**src/rtl/imem_loader_if.sv**
```systemverilog
// imem_loader_if: byte-stream and imem write-port bundle for imem_loader.
//   i_byte / i_byte_valid  host byte and its valid qualifier (host -> loader)
//   o_byte_ready           loader can take i_byte this cycle  (loader -> host)
//   o_imem_we              one-cycle imem write strobe        (loader -> imem)
//   o_imem_addr            imem word address                  (loader -> imem)
//   o_imem_wdata           little-endian packed 32-bit word   (loader -> imem)
// master: host/memory side. slave: the loader.
interface imem_loader_if #(
  parameter int unsigned ADDR_W = 10
) ();
  logic [7:0]        i_byte;
  logic              i_byte_valid;
  logic              o_byte_ready;
  logic              o_imem_we;
  logic [ADDR_W-1:0] o_imem_addr;
  logic [31:0]       o_imem_wdata;

  modport master (
    output i_byte,
    output i_byte_valid,
    input  o_byte_ready,
    input  o_imem_we,
    input  o_imem_addr,
    input  o_imem_wdata
  );

  modport slave (
    input  i_byte,
    input  i_byte_valid,
    output o_byte_ready,
    output o_imem_we,
    output o_imem_addr,
    output o_imem_wdata
  );
endinterface

```
**src/rtl/imem_loader.sv**
```systemverilog
// imem_loader: loads a framed byte stream into the core's instruction memory.
// Frame: MAGIC, CNT_LO, CNT_HI, N x 4 payload bytes (LSB first), CSUM (8-bit sum of payload).
// Words go to imem addresses 0..N-1; the core is released from reset only after a frame
// with a matching checksum. A MAGIC byte in DONE/ERR starts a reload.
// Ports:
//   i_clk       system clock
//   i_rst       synchronous active-high reset
//   bus         imem_loader_if.slave (byte stream in, imem write port out)
//   o_core_rst  core reset, high until a frame loads cleanly
//   o_done      frame loaded and checksum matched
//   o_err       frame rejected (bad count or bad checksum)
module imem_loader #(
  parameter int unsigned ADDR_W = 10,
  parameter logic [7:0]  MAGIC  = 8'hA5
) (
  input  logic         i_clk,
  input  logic         i_rst,
  imem_loader_if.slave bus,
  output logic         o_core_rst,
  output logic         o_done,
  output logic         o_err
);

  localparam logic [2:0] IDLE   = 3'd0;
  localparam logic [2:0] CNT_LO = 3'd1;
  localparam logic [2:0] CNT_HI = 3'd2;
  localparam logic [2:0] DATA   = 3'd3;
  localparam logic [2:0] WRITE  = 3'd4;
  localparam logic [2:0] CSUM   = 3'd5;
  localparam logic [2:0] DONE   = 3'd6;
  localparam logic [2:0] ERR    = 3'd7;

  // Capacity in words; a 17-bit compare keeps N == 2^ADDR_W legal for ADDR_W up to 16.
  localparam logic [16:0] MAX_WORDS = 17'(1) << ADDR_W;

  logic [2:0]        state_q, state_d;
  logic [7:0]        cnt_lo_q, cnt_lo_d;
  logic [15:0]       n_q, n_d;
  logic [ADDR_W-1:0] addr_q, addr_d;
  logic [1:0]        k_q, k_d;
  logic [31:0]       word_q, word_d;
  logic [7:0]        csum_q, csum_d;
  logic              we_q, we_d;
  logic              done_q, done_d;
  logic              err_q, err_d;
  logic              core_rst_q, core_rst_d;

  logic              accept;
  logic [15:0]       n_hdr;
  logic              last_word;

  // we_q is high exactly in WRITE, so it doubles as the not-ready flag.
  assign accept    = bus.i_byte_valid & ~we_q;
  assign n_hdr     = {bus.i_byte, cnt_lo_q};
  assign last_word = (17'(addr_q) + 17'd1) == {1'b0, n_q};

  always_comb begin
    state_d    = state_q;
    cnt_lo_d   = cnt_lo_q;
    n_d        = n_q;
    addr_d     = addr_q;
    k_d        = k_q;
    word_d     = word_q;
    csum_d     = csum_q;
    we_d       = 1'b0;
    done_d     = done_q;
    err_d      = err_q;
    core_rst_d = core_rst_q;

    case (state_q)
      IDLE: begin
        if (accept && bus.i_byte == MAGIC) begin
          state_d = CNT_LO;
          csum_d  = 8'd0;
        end
      end
      CNT_LO: begin
        if (accept) begin
          cnt_lo_d = bus.i_byte;
          state_d  = CNT_HI;
        end
      end
      CNT_HI: begin
        if (accept) begin
          n_d    = n_hdr;
          csum_d = 8'd0;
          addr_d = '0;
          k_d    = 2'd0;
          if (n_hdr == 16'd0) begin
            state_d = CSUM;
          end else if ({1'b0, n_hdr} > MAX_WORDS) begin
            state_d = ERR;
            err_d   = 1'b1;
          end else begin
            state_d = DATA;
          end
        end
      end
      DATA: begin
        if (accept) begin
          word_d[8*k_q +: 8] = bus.i_byte;
          csum_d             = csum_q + bus.i_byte;
          k_d                = k_q + 2'd1;
          if (k_q == 2'd3) begin
            state_d = WRITE;
            we_d    = 1'b1;
          end
        end
      end
      WRITE: begin
        // The address holds on the final word so it can never wrap to 0.
        if (last_word) begin
          state_d = CSUM;
        end else begin
          state_d = DATA;
          addr_d  = addr_q + ADDR_W'(1);
        end
      end
      CSUM: begin
        if (accept) begin
          if (bus.i_byte == csum_q) begin
            state_d    = DONE;
            done_d     = 1'b1;
            core_rst_d = 1'b0;
          end else begin
            state_d = ERR;
            err_d   = 1'b1;
          end
        end
      end
      DONE, ERR: begin
        if (accept && bus.i_byte == MAGIC) begin
          state_d    = CNT_LO;
          done_d     = 1'b0;
          err_d      = 1'b0;
          core_rst_d = 1'b1;
          csum_d     = 8'd0;
        end
      end
      default: begin
        state_d = IDLE;
      end
    endcase
  end

  always_ff @(posedge i_clk) begin
    if (i_rst) begin
      state_q    <= IDLE;
      cnt_lo_q   <= 8'd0;
      n_q        <= 16'd0;
      addr_q     <= '0;
      k_q        <= 2'd0;
      word_q     <= 32'd0;
      csum_q     <= 8'd0;
      we_q       <= 1'b0;
      done_q     <= 1'b0;
      err_q      <= 1'b0;
      core_rst_q <= 1'b1;
    end else begin
      state_q    <= state_d;
      cnt_lo_q   <= cnt_lo_d;
      n_q        <= n_d;
      addr_q     <= addr_d;
      k_q        <= k_d;
      word_q     <= word_d;
      csum_q     <= csum_d;
      we_q       <= we_d;
      done_q     <= done_d;
      err_q      <= err_d;
      core_rst_q <= core_rst_d;
    end
  end

  assign bus.o_byte_ready = ~we_q;
  assign bus.o_imem_we    = we_q;
  assign bus.o_imem_addr  = addr_q;
  assign bus.o_imem_wdata = word_q;
  assign o_core_rst       = core_rst_q;
  assign o_done           = done_q;
  assign o_err            = err_q;

endmodule

```
**src/flat_wrapper.sv**
```systemverilog
// flat-port wrapper written by rule: the top's interface ports become plain ports
module imem_loader_flat 
#(
  parameter int unsigned ADDR_W = 10,
  parameter logic [7:0]  MAGIC  = 8'hA5
)
  (i_clk, i_rst, o_core_rst, o_done, o_err, bus_i_byte, bus_i_byte_valid, bus_o_byte_ready, bus_o_imem_we, bus_o_imem_addr, bus_o_imem_wdata);
  imem_loader_if #(.ADDR_W(ADDR_W)) bus_i ();
  input  logic i_clk;
  input  logic i_rst;
  output logic o_core_rst;
  output logic o_done;
  output logic o_err;
  input wire logic [$bits(bus_i.i_byte)-1:0] bus_i_byte;
  input wire logic [$bits(bus_i.i_byte_valid)-1:0] bus_i_byte_valid;
  output wire logic [$bits(bus_i.o_byte_ready)-1:0] bus_o_byte_ready;
  output wire logic [$bits(bus_i.o_imem_we)-1:0] bus_o_imem_we;
  output wire logic [$bits(bus_i.o_imem_addr)-1:0] bus_o_imem_addr;
  output wire logic [$bits(bus_i.o_imem_wdata)-1:0] bus_o_imem_wdata;
  assign bus_i.i_byte = bus_i_byte;
  assign bus_i.i_byte_valid = bus_i_byte_valid;
  assign bus_o_byte_ready = bus_i.o_byte_ready;
  assign bus_o_imem_we = bus_i.o_imem_we;
  assign bus_o_imem_addr = bus_i.o_imem_addr;
  assign bus_o_imem_wdata = bus_i.o_imem_wdata;
  imem_loader #(.ADDR_W(ADDR_W), .MAGIC(MAGIC)) u_core (.i_clk(i_clk), .i_rst(i_rst), .bus(bus_i), .o_core_rst(o_core_rst), .o_done(o_done), .o_err(o_err));
endmodule
```
**config.mk**
```make
export PLATFORM = sky130hd
export DESIGN_NAME = imem_loader_flat
export DESIGN_NICKNAME = d
export VERILOG_FILES = /design/src/rtl/imem_loader_if.sv /design/src/rtl/imem_loader.sv /design/src/flat_wrapper.sv
export SDC_FILE = /design/constraint.sdc
export NUM_CORES = 1
export LEC_CHECK = 0
export BUFFER_PORTS_ARGS = -buffer_cell sky130_fd_sc_hd__buf_4
export CAP_MARGIN = 5
export CORE_ASPECT_RATIO = 0.9
export CORE_MARGIN = 3
export CORE_UTILIZATION = 40
export CTS_CLUSTER_SIZE = 14
export DETAILED_ROUTE_END_ITERATION = 7
export SLEW_MARGIN = 20
export SYNTH_ARGS = -nofsm -noshare
export SYNTH_HDL_FRONTEND = slang
export SYNTH_SLANG_ARGS = --single-unit
export TNS_END_PERCENT = 10
```
**constraint.sdc**
```tcl
create_clock -name i_clk -period 2.49 [get_ports i_clk]
set_input_delay 0.249 -clock i_clk [delete_from_list [all_inputs] [get_ports i_clk]]
set_output_delay 0.249 -clock i_clk [all_outputs]
set_load 0.1 [all_outputs]
```
# --- Yosys cells after proc, flatten, opt, wreduce, memory -nomap -nowiden ---
# Cells that the tools add are included.
# W data, S select, Z words.
word_totals:
  regBits: 83
  in_bits: 11
  output_inout_bits: 47
  elab_cells: 103
op_classes:
  addsub: 5
  order_cmp: 1
  eq_ne: 23
  shift: 2
  n_mux: 37
  bitwise: 4
  n_reduce_logical: 20
op_table:
  columns: ["operator", "n"]
  rows:
  - ["$neg A5 Y34", 1]
  - ["$shift A8 B34 Y32 const A", 1]
  - ["$shiftx A8 B34 Y32", 1]
  - ["$bwmux W32", 1]
  - ["$mux W3", 9]
  - ["$mux W8", 3]
  - ["$pmux W8 S3", 1]
  - ["$mux W10", 2]
  - ["$pmux W10 S2", 1]
  - ["$ne A2 B1 Y1 const B", 9]
  - ["$pmux W3 S6", 1]
  - ["$eq A17 B16 Y1", 1]
  - ["$gt A16 B11 Y1 const B", 1]
  - ["$logic_not A16 Y1", 1]
  - ["$mux W1", 13]
  - ["$eq A3 B3 Y1 const B", 4]
  - ["$add A10 B1 Y11 const B", 1]
  - ["$add A10 B1 Y10 const B", 1]
  - ["$add A8 B8 Y8", 1]
  - ["$eq A8 B8 Y1", 1]
  - ["$eq A8 B8 Y1 const B", 1]
  - ["$reduce_and A4 Y1", 2]
  - ["$reduce_and A7 Y1", 1]
  - ["$eq A3 B2 Y1 const B", 2]
  - ["19 further kinds", 32]

# --- Logic depth before layout (Yosys ltp) ---
# Gate-level depths: netlist of the first run.
logic_depth:
  word_depth: 5
  mapped_depth: 11
  mapped_depth_nobuf: 9

# --- Worst setup path after synthesis of the first run ---
# OpenSTA, ideal clock, no wires.
synth_timing:
  kind: "register -> register"
  start: "register u_core.addr_q[0], in the netlist u_core.bus.o_imem_addr[0]"
  end: "register u_core.addr_q[5], in the netlist u_core.bus.o_imem_addr[5]"
  setup_ns: 0.070
  arrival_time_ns: 3.066
  required_time_ns: 2.420
  setup_slack_ns: -0.646
  path_stages_with_launch: 11
  synth_period_minus_slack_ns: 3.136
  path_cell_list: "dfxtp_1 > ha_1 > nand3_1 > nor2_1 > and3_1 > o41ai_2 > a2111oi_2 > buf_6 > buf_6 > o31ai_1 > a21oi_1"
synth_between:
  elab_chain_cells: 4
  word_cells_on_any_way: 7
  classes_between: "add/sub: 2; eq/ne: 2; mux: 2; reduce/logical: 1"
synth_rtl:
  columns: ["element", "line_no", "rtl"]
  rows:
  - ["start, declared", "imem_loader.sv:39", "logic [ADDR_W-1:0] addr_q, addr_d;"]
  - ["start signal, assigned", "imem_loader.sv:163", "addr_q <= addr_d;"]
  - ["$add A10 B1 Y11", "imem_loader.sv:55", "assign last_word = (17'(addr_q) + 17'd1) == {1'b0, n_q};"]
  - ["$eq A17 B16 Y1", "imem_loader.sv:55", null]
  - ["$ne A2 B2 Y1 (no line)", null, null]
  - ["$reduce_and A3 Y1 (no line)", null, null]
# Parallel ways exist; a longest one is shown, timed or not. The select of a mux whose other input is x is not followed.
# A chain may end at the register's enable or synchronous reset.

# --- Worst setup path after layout of the first run ---
layout_timing:
  start: "register u_core.addr_q[0], in the netlist u_core.bus.o_imem_addr[0]"
  end: "register u_core.addr_q[7], in the netlist u_core.bus.o_imem_addr[7]"
# Same word-level chain as after synthesis.

==> results by stage, run 1 <==
Pwr:
- Of the total power, registers draw 0.425.
- The logic gate share of total power is 0.208.
- The leakage component of the power is 1.910 nW.
- The worst-case IR drop observed on VDD is 0.3681 mV.
- The areal power density over the cells is 658.6 nW/um^2.
- The clock share of power is 0.367.
- Of the total power, the share spent switching nets is 0.3078.
- Summing internal, switching and leakage power gives 3.416 mW.
- The internal portion of the total power is 2.365 mW.
- The net switching component of the power is 1.052 mW.

Clock network:
- The maximum level of the CTS H-tree is 3.
- The clock tree root buffer cell is sky130_fd_sc_hd__clkbuf_16.
- Once the clock tree was built, the setup fixing pass inserted 0 buffers.
- After clock tree synthesis, the clock-pin slew on the worst setup and hold paths is 0.06 ns.
- TritonCTS built the clock tree.
- The number of buffers created by CTS is 9.
- The clock drives 83 sinks.
- The maximum clock path buffer count is 2.
- Clock latency on the worst-skew pair, taken at its later pin, is 0.34 ns.
- In this run, post-CTS hold repair placed 0 buffers.

Critical path:
- The data arrival time of the critical path is 2.65 ns.
- STA classifies the critical path endpoint as a flop.
- STA classifies the critical path startpoint as a flop.
- Along the worst path, the maximum fanout reaches 11.
- The depth of the worst register-to-register path is 10.
- The data required time of the worst path is 2.75 ns.
- The worst setup path category is reg -> reg.

Floorplan:
- The core area is 10290 sq um.
- The floorplan step defined a die boundary enclosing 11870 sq um.
- The number of placement rows is 35.
- The initial utilization of the core area, before any placement, comes to 0.4119.
- The die height is 103.7 microns.
- During I/O placement, the number of pins put on the boundary was 58.
- The overall die width is 114.5 microns.

Synthesis:
- The mapped netlist covers 4239 sq um.
- The fraction of the yosys area taken by sequential cells is 0.3920.
- The number of flops mapped to enable cells by yosys is 0.
- The proportion of synthesized flip-flops having asynchronous set or reset is 0.
- The predominant post-synthesis flop cell is sky130_fd_sc_hd__dfxtp_1.
- The count of warnings emitted by yosys is 0.
- Synthesis produced 531 cells.
- The netlist uses 61 different library cells.
- Of the post-synthesis cell area, the dominant cell type holds 0.3920.
- By instance count, the leading cell after synthesis is sky130_fd_sc_hd__nand2_1.
- After synthesis, the mean cell area works out to 7.983 sq um.
- sky130_fd_sc_hd__dfxtp_1 takes more of the synthesized area than any other cell.
- The number of nets in the synthesized netlist is 557.
- By area the synthesized netlist is led by sky130_fd_sc_hd__dfxtp_1 39%, sky130_fd_sc_hd__a21oi_1 8.6%, sky130_fd_sc_hd__nand2_1 8.3%.
- The register bit count reported by yosys is 83.
- The commonest cells after synthesis are 94 x sky130_fd_sc_hd__nand2_1, 83 x sky130_fd_sc_hd__dfxtp_1, 73 x sky130_fd_sc_hd__a21oi_1, 42 x sky130_fd_sc_hd__nand3_1, 30 x sky130_fd_sc_hd__nor2_1.

GRT:
- The first global-routing pass estimated 19060 microns of wire.
- The initial antenna violation count is 0.
- The global-route total usage across every layer is 0.1961.
- The remaining global-route overflow is 0.
- The number of global-route vias before repair was 3859.
- The maximum number of pins on one net before global-route repair is 46.

STA:
- Measured against its own limit, the worst slew margin works out to 0.4595.
- The number of pins exceeding their max-slew limit in the final report came to 0.
- The smallest clock period supported by the final layout is computed as 2.394 ns.
- The post-route clock skew is 0.005593 ns.
- Setup repair after global routing could not meet its margin everywhere.
- The final hold slack is 0.2329 ns.
- The number of hold-slack violations in the final timing report came to 0.
- For this run, the top clock speed supported by timing is 417.6 MHz.
- The final clock period utilization by the worst path is 0.9616.
- The transition time at the pin with the least slew margin is 0.8069 ns.
- Setup violations remaining at the end of the flow were counted as 0.

Final layout:
- The area occupied by multi-input gates is 2422 sq um.
- The filler cells instantiated in the layout total 975.
- Relative to the synthesized area, the layout overhead comes to 22.37%.
- The share of post-route cells with drive strength above 1 is 0.1986.
- In the final layout, flip-flops and latches occupy 1690 sq um.
- The final layout contains 607 nets.
- For this run, the share of the core covered by cells in the final layout is 0.5041.
- 0 antenna diodes ended up in the layout.

Route:
- The DRC violation count after routing is 0.
- In this run, the number of DRC markers left after iteration 0 of detailed routing was 228.
- The first-pass detailed-route iteration total is 5.
- After detailed routing, the average wire length per cell comes to 16.02 microns.
- The final route contains 3990 vias.
- The routed design has 11430 microns of wire.
- The number of nets with antenna violations after detailed routing is 0.
- The via density per instance is 5.596.

Job:
- The tool flagged a number of max-cap violations equal to 0.

Placement:
- Port buffering added 57 buffers.
- The detailed-placement wirelength estimate is 7672 microns.
- The global placer's final weighted congestion is 0.8762.

Min path:
- The tightest min-delay check is of the in -> reg type.
- The worst hold path passes through 3 cells.

Outcome:
- The run finished with clean final reports.
## power groups by stage
| stage | combinational [mW] | sequential (mW) | clock [mW] |
|---|---|---|---|
| global placement | 0.677 | 1.48 | 0 |
| detailed placement | 0.690 | 1.48 | 0 |
| global route | 0.792 | 1.47 | 1.34 |
| CTS | 0.692 | 1.45 | 1.29 |
| floorplan | 0.475 | 1.51 | 0 |
| finish | 0.711 | 1.45 | 1.25 |
## placed cells by master (no fill, tap or decap), drive strengths merged, types with 5 or more instances in the layout
master,count
a21oi,73
and2,5
nand2,94
nor4,7
ha,14
nor3,13
mux2i,10
o31ai,9
and3,5
nand3,43
buf,75
or4,9
nor2,30
xnor2,8
xor2,7
o21ai,10
a22oi,7
inv,11
clkbuf,11
dfxtp,83
## metal layers
metal,track usage,part of all wire
met5,0,0
met4,0.07549,0.016
met3,0.06133,0.066
met2,0.2959,0.45
met1,0.2602,0.47
## final timing paths
check	slack (ns)	from	endpoint
setup / recovery	0.1	u_core.bus.o_imem_addr[0]$_SDFFE_PP0P_	u_core.bus.o_imem_addr[7]$_SDFFE_PP0P_
setup reg to reg	0.1	u_core.bus.o_imem_addr[0]$_SDFFE_PP0P_	u_core.bus.o_imem_addr[7]$_SDFFE_PP0P_
hold / removal	0.23	bus_i_byte[6]	u_core.n_q[14]$_SDFFE_PP0P_
hold reg to reg	0.44	u_core.o_core_rst$_SDFFE_PP1P_	u_core.o_core_rst$_SDFFE_PP1P_
## layout make-up
| cell class | instances | area share |
|---|---|---|
| Clock inverter | 4 | 0.004824 |
| Inverter | 10 | 0.007236 |
| Sequential cell | 83 | 0.3259 |
| Clock buffer | 10 | 0.04824 |
| Tap cell | 129 | 0.03111 |
| Multi-Input combinational cell | 401 | 0.4670 |
| Timing Repair Buffer | 76 | 0.1158 |
## registers in the layout, indices dropped and copies added (netlist names)
| register | count |
|---|---|
| u_core.k_q | 2 |
| u_core.csum_q | 8 |
| u_core.bus.o_imem_we | 1 |
| u_core.state_q | 3 |
| u_core.cnt_lo_q | 8 |
| u_core.o_err | 1 |
| u_core.bus.o_imem_addr | 10 |
| u_core.bus.o_imem_wdata | 32 |
| u_core.n_q | 16 |
| u_core.o_core_rst | 1 |
| u_core.o_done | 1 |
## through the flow
step	TNS, ns	cells	area [sq um]	worst slack, ns
floorplan	0	531	4273	0.005850
global placement	0	698	4832	0.1235
detailed placement	0	698	4832	0.05044
CTS	0	712	5112	0.01548
global route	-0.2645	713	5187	-0.06971
finish	0	713	5187	0.09555
## what timing repair did
action                     in CTS  in global routing
cloned                          0                  1
gates resized for setup         1                  6
setup endpoints to repair       2                 12
pin swaps                       0                  2
hold endpoints to repair        0                  0
## logic make-up (layout without fill, tap and decap cells)
| kind of cell | count (synthesis) | count (layout) | share of synthesized area |
|---|---|---|---|
| AND/OR/NAND/NOR | 231 | 231 | 0.2689 |
| AO/OA/AOI/OAI | 129 | 129 | 0.1851 |
| buffers and inverters | 47 | 100 | 0.05077 |
| adder cells (fa/ha/maj) | 16 | 16 | 0.04870 |
| XOR/XNOR | 15 | 15 | 0.03099 |
| flip-flops | 83 | 83 | 0.3920 |
| multiplexers | 10 | 10 | 0.02361 |
## critical path, stage by stage (launching register included)
cell and delay, ns:
sky130_fd_sc_hd__dfxtp_4 0.37, sky130_fd_sc_hd__ha_4 0.19, sky130_fd_sc_hd__nand3_2 0.12, sky130_fd_sc_hd__buf_4 0.13
sky130_fd_sc_hd__nor3_1 0.04, sky130_fd_sc_hd__o21a_1 0.21, sky130_fd_sc_hd__o41ai_4 0.37, sky130_fd_sc_hd__a2111oi_4 0.10
sky130_fd_sc_hd__buf_12 0.19, sky130_fd_sc_hd__or4_1 0.46, sky130_fd_sc_hd__a21oi_1 0.15
No activity file was read; power rests on OpenSTA's default activity.
==> run 2: changes to the inputs <==
Settings changed: REMOVE_ABC_BUFFERS set to 1.
==> run 2 against run 1 <==
Critical endpoint unchanged; largest cell class unchanged; register-to-register slack improved by 0.08 ns; largest power group unchanged; power rose by 1.9%; sequential power about the same; worst hold slack got worse by 0.065 ns; fmax grew 3.3%; critical path depth stayed put.
==> results by stage, run 2 (synthesis results as in run 1) <==
Final layout:
- The number of flip-flops under the largest register name is 32 (unchanged).
- The number of antenna cells inserted is 0 (unchanged).
- The number of nets at the end of the flow is 614 (+1.2%).
- The library cells used most frequently in the layout, excluding fill and tap cells, are 94 x sky130_fd_sc_hd__nand2_1, 83 x sky130_fd_sc_hd__buf_4, 80 x sky130_fd_sc_hd__dfxtp_1.
- The most frequent standard cell in the layout excluding fill and tap cells is sky130_fd_sc_hd__nand2_1.
- The share of post-route cells with drive strength above 1 is 0.1973 (-0.001328).
- Compared with the post-synthesis result, the final layout area differs by 22.67%.

Clock network:
- The count of clock tree sinks is 83 (unchanged).
- The clock tree from TritonCTS is built.
- The maximum level of the CTS H-tree is 3 (unchanged).
- The maximum clock path buffer count is 2 (unchanged).
- The number of buffers created by CTS is 9 (unchanged).
- The clock latency reported for the late side of the worst-skew pair was 0.34 ns (about the same).
- The number of buffers inserted to repair setup after CTS came to 0 (unchanged).
- The number of gates resized after cts was 0 (-1).
- The number of buffers inserted for hold repair after clock tree synthesis is 0 (unchanged).
- The root buffer cell chosen for the clock tree is sky130_fd_sc_hd__clkbuf_16.
- The clock-pin slew on the worst setup and hold paths is 0.07 ns (about the same).

Critical path:
- The largest driver fanout on the critical path is 8 (-3).
- The setup path with the least slack is of type reg -> reg.
- The critical path startpoint category is a flop.
- STA classifies the critical path endpoint as a flop.
- The largest stage delay on the critical path is 0.46 ns (about the same).
- Walking the worst path, the cells encountered are ha_2 > nand3_1 > buf_4 > nor3_1 > o21a_1 > o41ai_4 > a2111oi_4 > buf_4 > or4_1 > a21oi_1.
- The master of the slowest instance on the critical path is sky130_fd_sc_hd__or4_1.
- The data required time of the worst path was 2.76 ns (about the same).
- Counting stages on the worst path, the most repeated cell is sky130_fd_sc_hd__buf_4.
- The data arrival time of the critical path came to 2.58 ns (-0.07 ns).

Route:
- The first-pass detailed-route iteration total was 4 (-1).
- The total wire length was 11240 microns (-1.6%).
- The DRC violation count after routing is 0 (unchanged).
- The detailed-route wire length per cell is 15.56 microns (-2.9%).
- The via density per instance is 5.492 (-1.9%).
- The routed via count is 3965 (-0.63%).
- The number of nets with antenna violations after detailed routing is 0 (unchanged).
- The violation count after the first detailed-route iteration is 248 (+8.8%).

STA:
- The number of hold-slack violations in the final timing report is 0 (unchanged).
- The post-route clock skew is 0.007703 ns (+0.002110 ns).
- The worst setup slack after layout is 0.1714 ns (+0.07584 ns).
- The count of final setup violators is 0 (unchanged).
- The number of pins exceeding their max-slew limit in the final report is 0 (unchanged).
- The transition time at the pin with the least slew margin is 0.8739 ns (+0.06692 ns).
- The normalized max-slew margin was 0.4147 (-0.04482).
- Setup repair after global routing left no endpoint under its margin.
- The maximum operating frequency was 431.3 MHz (+3.3%).
- The final clock period utilization by the worst path is 0.9312 (-0.03046).
- The minimum clock period is 2.319 ns (-0.07584 ns).
- The final hold slack was 0.1677 ns (-0.06518 ns).

GRT:
- The maximum number of pins on one net before global-route repair was 41 (-11%).
- The initial antenna violation count is 0 (unchanged).
- The number of global-route vias before repair is 3757 (-2.6%).
- The first-pass GRT wire length is 18760 microns (-1.6%).
- The global-route total usage across every layer is 0.1928 (-0.003310).
- The remaining global-route overflow is 0 (unchanged).

Floorplan:
- The area of the die is 11870 sq um (unchanged).
- The die height is 103.7 microns (unchanged).
- The count of boundary I/O pins is 58 (unchanged).
- The initial core utilization is 0.4119 (unchanged).
- The overall die width came to 114.5 microns (unchanged).
- The core area is 10290 sq um (unchanged).
- The number of placement rows is 35 (unchanged).

Placement:
- The global placer's final weighted congestion is 0.8440 (-3.7%).
- The minimum setup slack after placement is 0.07574 ns (+0.02529 ns).
- The count of port buffers added during placement is 57 (unchanged).
- The detailed-placement wirelength estimate came to 7798 microns (+1.6%).

Job:
- The number of maximum-capacitance violations came to 0 (unchanged).

Pwr:
- The leakage component of the power is 1.950 nW (+2.1%).
- The areal power density over the cells is 669.7 nW/um^2 (+1.7%).
- The peak supply drop is 0.4456 mV (+21%).

Outcome:
- The run finished with clean final reports.

Min path:
- The tightest min-delay check is of the in -> reg type.
## run 2: changes by cell type in the layout (fill, tap and decap cells not counted), moves of 2 or more
cell and delta:
sky130_fd_sc_hd__inv_6 +2, sky130_fd_sc_hd__dfxtp_4 -6, sky130_fd_sc_hd__clkinv_4 +2, sky130_fd_sc_hd__buf_4 +9
sky130_fd_sc_hd__dfxtp_2 -2, sky130_fd_sc_hd__clkbuf_8 +2, sky130_fd_sc_hd__dfxtp_1 +8, sky130_fd_sc_hd__clkbuf_16 -2
sky130_fd_sc_hd__clkinv_2 -2
## run 2: metal layers
layer,global-route usage,up-vias,share of wire
li1,-,1999,-
met1,0.2739,1856,0.49
met2,0.2868,94,0.45
met3,0.05958,16,0.057
met4,0.04156,0,0.011
met5,0,-,0
## run 2: layout make-up
class,count,area [sq um]
flip-flops and latches,83,1665
fillers,987,5091
clock inverters,5,43.79
well taps,129,161.4
clock buffers,11,252.7
multi-input cells,401,2416
inverters,10,37.54
repair buffers,83,623.1
## run 2: stage by stage
| stage | setup TNS (ns) | util | std cells | instance area (sq um) | total power [mW] |
|---|---|---|---|---|---|
| floorplan | -12.97 | - | 494 | 4061 | 1.930 |
| global placement | 0 | 0.4702 | 705 | 4838 | 2.159 |
| detailed placement | 0 | 0.4702 | 705 | 4838 | 2.174 |
| CTS | 0 | 0.4990 | 721 | 5135 | 3.499 |
| global route | 0 | 0.5053 | 722 | 5200 | 3.664 |
| finish | 0 | 0.5053 | 722 | 5200 | 3.482 |
## run 2: path summary, 6_finish.rpt
| kind | startpoint | endpoint | slack, ns | depth (start not counted) |
|---|---|---|---|---|
| max | u_core.bus.o_imem_addr[0]$_SDFFE_PP0P_ | u_core.bus.o_imem_addr[7]$_SDFFE_PP0P_ | 0.17 | 10 |
| min | i_rst | u_core.bus.o_imem_wdata[5]$_SDFFE_PP0P_ | 0.17 | 2 |
| max reg2reg | u_core.bus.o_imem_addr[0]$_SDFFE_PP0P_ | u_core.bus.o_imem_addr[7]$_SDFFE_PP0P_ | 0.17 | 10 |
| min reg2reg | u_core.o_core_rst$_SDFFE_PP1P_ | u_core.o_core_rst$_SDFFE_PP1P_ | 0.45 | 2 |
## run 2: critical path: cells and delay by family (launching register included)
kind / cells / cell delay (ns)
and+or+nand+nor: 3 / 0.67
buffers and inverters: 2 / 0.35
DFF: 1 / 0.34
adders and majority gates: 1 / 0.20
AOI/OAI and AO/OA: 4 / 0.70
## run 2: power breakdown
group	total, mW	leakage [nW]	internal, mW	switching [mW]
clock	1.32	0.147	0.743	0.577
combinational	0.692	1.13	0.255	0.438
sequential	1.47	0.671	1.39	0.0828
==> run 3: changes to the inputs <==
Settings changed: CELL_PAD_IN_SITES_DETAIL_PLACEMENT set to 1, CELL_PAD_IN_SITES_GLOBAL_PLACEMENT set to 2, CORE_UTILIZATION 40 to 34, PLACE_DENSITY set to 0.81, REMOVE_ABC_BUFFERS 1 to unset.
==> run 3 against run 2 <==
Worst hold slack improved by 0.065 ns; clock power rose by 7%; sequential cell count unchanged; largest cell class unchanged; critical path depth unchanged; global-route usage decreased by 0.15 points; register-to-register slack lost 0.07 ns.
==> results by stage, run 3 (synthesis results as in run 1) <==
STA:
- The final hold slack is 0.2331 ns (+0.06547 ns).
- The minimum clock period is 2.384 ns (+0.06588 ns).
- The worst setup slack after layout came to 0.1055 ns (-0.06588 ns).
- The final clock period utilization by the worst path is 0.9576 (+0.02646).
- The count of final setup violators is 0 (unchanged).
- The transition time at the pin with the least slew margin is 0.8292 ns (-0.04462 ns).
- The number of hold-slack violations in the final timing report is 0 (unchanged).
- The number of pins exceeding their max-slew limit in the final report came to 0 (unchanged).
- The maximum operating frequency is 419.4 MHz (-2.8%).
- The post-route clock skew was 0.005109 ns (-0.002594 ns).
- The normalized max-slew margin came to 0.4446 (+0.02988).

Floorplan:
- The core area is 12120 sq um (+18%).
- The initial core utilization came to 0.3496 (-0.06228).
- The count of boundary I/O pins is 58 (unchanged).
- The number of placement rows came to 38 (+8.6%).
- The area of the die is 13850 sq um (+17%).
- The overall die width is 123.7 microns (+8.0%).
- The die height is 111.9 microns (+8.0%).

Final layout:
- The number of nets at the end of the flow is 610 (-0.65%).
- The number of flip-flops under the largest register name is 32 (unchanged).
- The number of antenna cells inserted was 0 (unchanged).
- The number of fillers in the final layout is 1470 (+49%).
- The share of post-route cells with drive strength above 1 is 0.2088 (+0.01153).
- Compared with the post-synthesis result, the final layout area differs by 24.62%.
- The library cell used most frequently in the layout, excluding fill and tap cells, is sky130_fd_sc_hd__nand2_1.
- The top cell types in the final layout, fill and taps aside, are 94 x sky130_fd_sc_hd__nand2_1, 77 x sky130_fd_sc_hd__buf_4, 72 x sky130_fd_sc_hd__a21oi_1, 72 x sky130_fd_sc_hd__dfxtp_1, 40 x sky130_fd_sc_hd__nand3_1.

Critical path:
- The total buffers and inverters traversed by the critical path is 2 (unchanged).
- The largest driver fanout on the critical path was 11 (+3).
- The worst setup path is launched from a flop.
- The data required time of the worst path is 2.76 ns (about the same).
- The largest stage delay on the critical path was 0.47 ns (about the same).
- The kind of cell adding the most delay to the critical path is compound AO/OA/AOI/OAI gates.
- The master of the slowest instance on the critical path is sky130_fd_sc_hd__or4_1.
- The endpoint kind of the worst setup timing path is a flop.
- The data arrival time of the critical path is 2.66 ns (+0.08 ns).
- The startpoint identified for the worst register-to-register timing path is u_core.bus.o_imem_addr[0]$_SDFFE_PP0P_.
- The worst setup path category is reg -> reg.
- The launch point of the worst path is u_core.bus.o_imem_addr[0]$_SDFFE_PP0P_.
- The signal on the critical path passes through ha_4 > nand3_2 > buf_4 > nor3_1 > o21a_1 > o41ai_4 > a2111oi_4 > clkbuf_16 > or4_1 > a21oi_1.

Route:
- The total wire length is 12860 microns (+14%).
- The top routing layer in use is met4.
- The post-route met1 wirelength came to 6130 microns (+12%).
- The met2 wirelength from detailed routing is 6066 microns (+21%).
- The detailed-route wire length per cell is 17.17 microns (+10%).
- The routed via count is 4083 (+3.0%).
- The via density per instance was 5.451 (-0.74%).
- The first-pass detailed-route iteration total came to 4 (unchanged).
- The number of nets with antenna violations after detailed routing is 0 (unchanged).
- The sum of met3 wire segment lengths after detailed routing is 535 microns (-17%).
- The DRC violation count after routing was 0 (unchanged).
- The violation count after the first detailed-route iteration is 183 (-26%).

Placement:
- The count of port buffers added during placement came to 57 (unchanged).
- The minimum setup slack after placement is 0.08101 ns (+0.005275 ns).
- The detailed-placement wirelength estimate came to 8801 microns (+13%).
- The global placer's final weighted congestion came to 0.8187 (-3.0%).

GRT:
- The maximum number of pins on one net before global-route repair is 44 (+7.3%).
- The initial antenna violation count is 0 (unchanged).
- The global-route total usage across every layer is 0.1913 (-0.001499).
- The remaining global-route overflow is 0 (unchanged).
- The number of global-route vias before repair came to 4083 (+8.7%).
- The first-pass GRT wire length is 21100 microns (+12%).

Clock network:
- The cell sitting at the root of the clock tree is a sky130_fd_sc_hd__clkbuf_16.
- TritonCTS built the clock tree.
- The maximum clock path buffer count is 2 (unchanged).
- The clock-pin slew on the worst setup and hold paths is 0.06 ns (about the same).
- The maximum level of the CTS H-tree was 3 (unchanged).
- The count of clock tree sinks is 83 (unchanged).
- The clock latency reported for the late side of the worst-skew pair is 0.35 ns (about the same).
- The number of buffers created by CTS was 9 (unchanged).

Job:
- The number of maximum-capacitance violations is 0 (unchanged).

Pwr:
- The fraction of power consumed by sequential logic came to 0.406 (-0.016).
- The internal portion of total power is 2.454 mW (+2.9%).
- The peak supply drop is 0.3302 mV (-26%).
- The areal power density over the cells is 679.1 nW/um^2 (+1.4%).
- The clock share of power was 0.392 (+0.013).
- The logic gate share of total power is 0.201 (+0.002).
- The switching power share of the total is 0.3159 (+0.0009083).
- The leakage component of the power is 1.938 nW (-0.61%).
- The net switching component of the power is 1.133 mW (+3.3%).

Min path:
- The class of the tightest hold or removal check is in -> reg.
- The worst hold path begins at bus_i_byte[6].

Outcome:
- The flow ran to the end, and the final reports show no timing, DRC or antenna violations.
run 3: final cells by class:
| class | instances | area (sq um) | share of cell area |
|---|---|---|---|
| clock buffer | 10 | 239.0 | 0.04524 |
| tap | 160 | 200.2 | 0.03790 |
| multi-input combinational | 401 | 2431 | 0.4602 |
| timing repair buffer | 79 | 614.3 | 0.1163 |
| inverter | 10 | 37.54 | 0.007106 |
| clock inverter | 6 | 70.07 | 0.01326 |
| sequential | 83 | 1690 | 0.3200 |
run 3: power groups by stage:
stage               Combinational, mW  Sequential, mW  Clock [mW]
floorplan                       0.475            1.51           0
global placement                0.685            1.48           0
detailed placement              0.697            1.49           0
CTS                             0.706            1.46        1.45
global route                    0.803            1.47        1.52
finish                          0.722            1.46        1.41
run 3: stage by stage:
stage / instance area, sq um / util / instances / setup TNS [ns] / total power [mW]
final: 5283 / 0.4357 / 749 / 0 / 3.587
after floorplan: 4273 / - / 531 / 0 / 1.983
after CTS: 5180 / 0.4272 / 745 / 0 / 3.610
after global placement: 4871 / 0.4018 / 729 / 0 / 2.167
after detailed placement: 4871 / 0.4018 / 729 / 0 / 2.184
after global routing: 5283 / 0.4357 / 749 / -0.008427 / 3.791
run 3: worst paths after layout:
kind / depth (start not counted) / to / slack, ns
setup reg to reg: 10 / u_core.bus.o_imem_addr[7]$_SDFFE_PP0P_ / 0.11
hold / removal: 3 / u_core.n_q[14]$_SDFFE_PP0P_ / 0.23
hold reg to reg: 2 / u_core.o_core_rst$_SDFFE_PP1P_ / 0.45
setup / recovery: 10 / u_core.bus.o_imem_addr[7]$_SDFFE_PP0P_ / 0.11
run 3: routing by layer:
layer,up-vias,GRT usage
li1,1990,-
met1,2007,0.2565
met2,73,0.3063
met3,13,0.05739
met4,0,0.03616
met5,-,0
run 3: worst min-delay path, cell delays in order:
cell	delay, ns
sky130_fd_sc_hd__buf_4	0.15
sky130_fd_sc_hd__nand2_1	0.06
sky130_fd_sc_hd__a21oi_1	0.06
run 3: what timing repair did:
action	CTS	global route
setup buffers	0	3
hold buffers	0	0
setup endpoints to repair	0	6
gates resized for setup	0	12
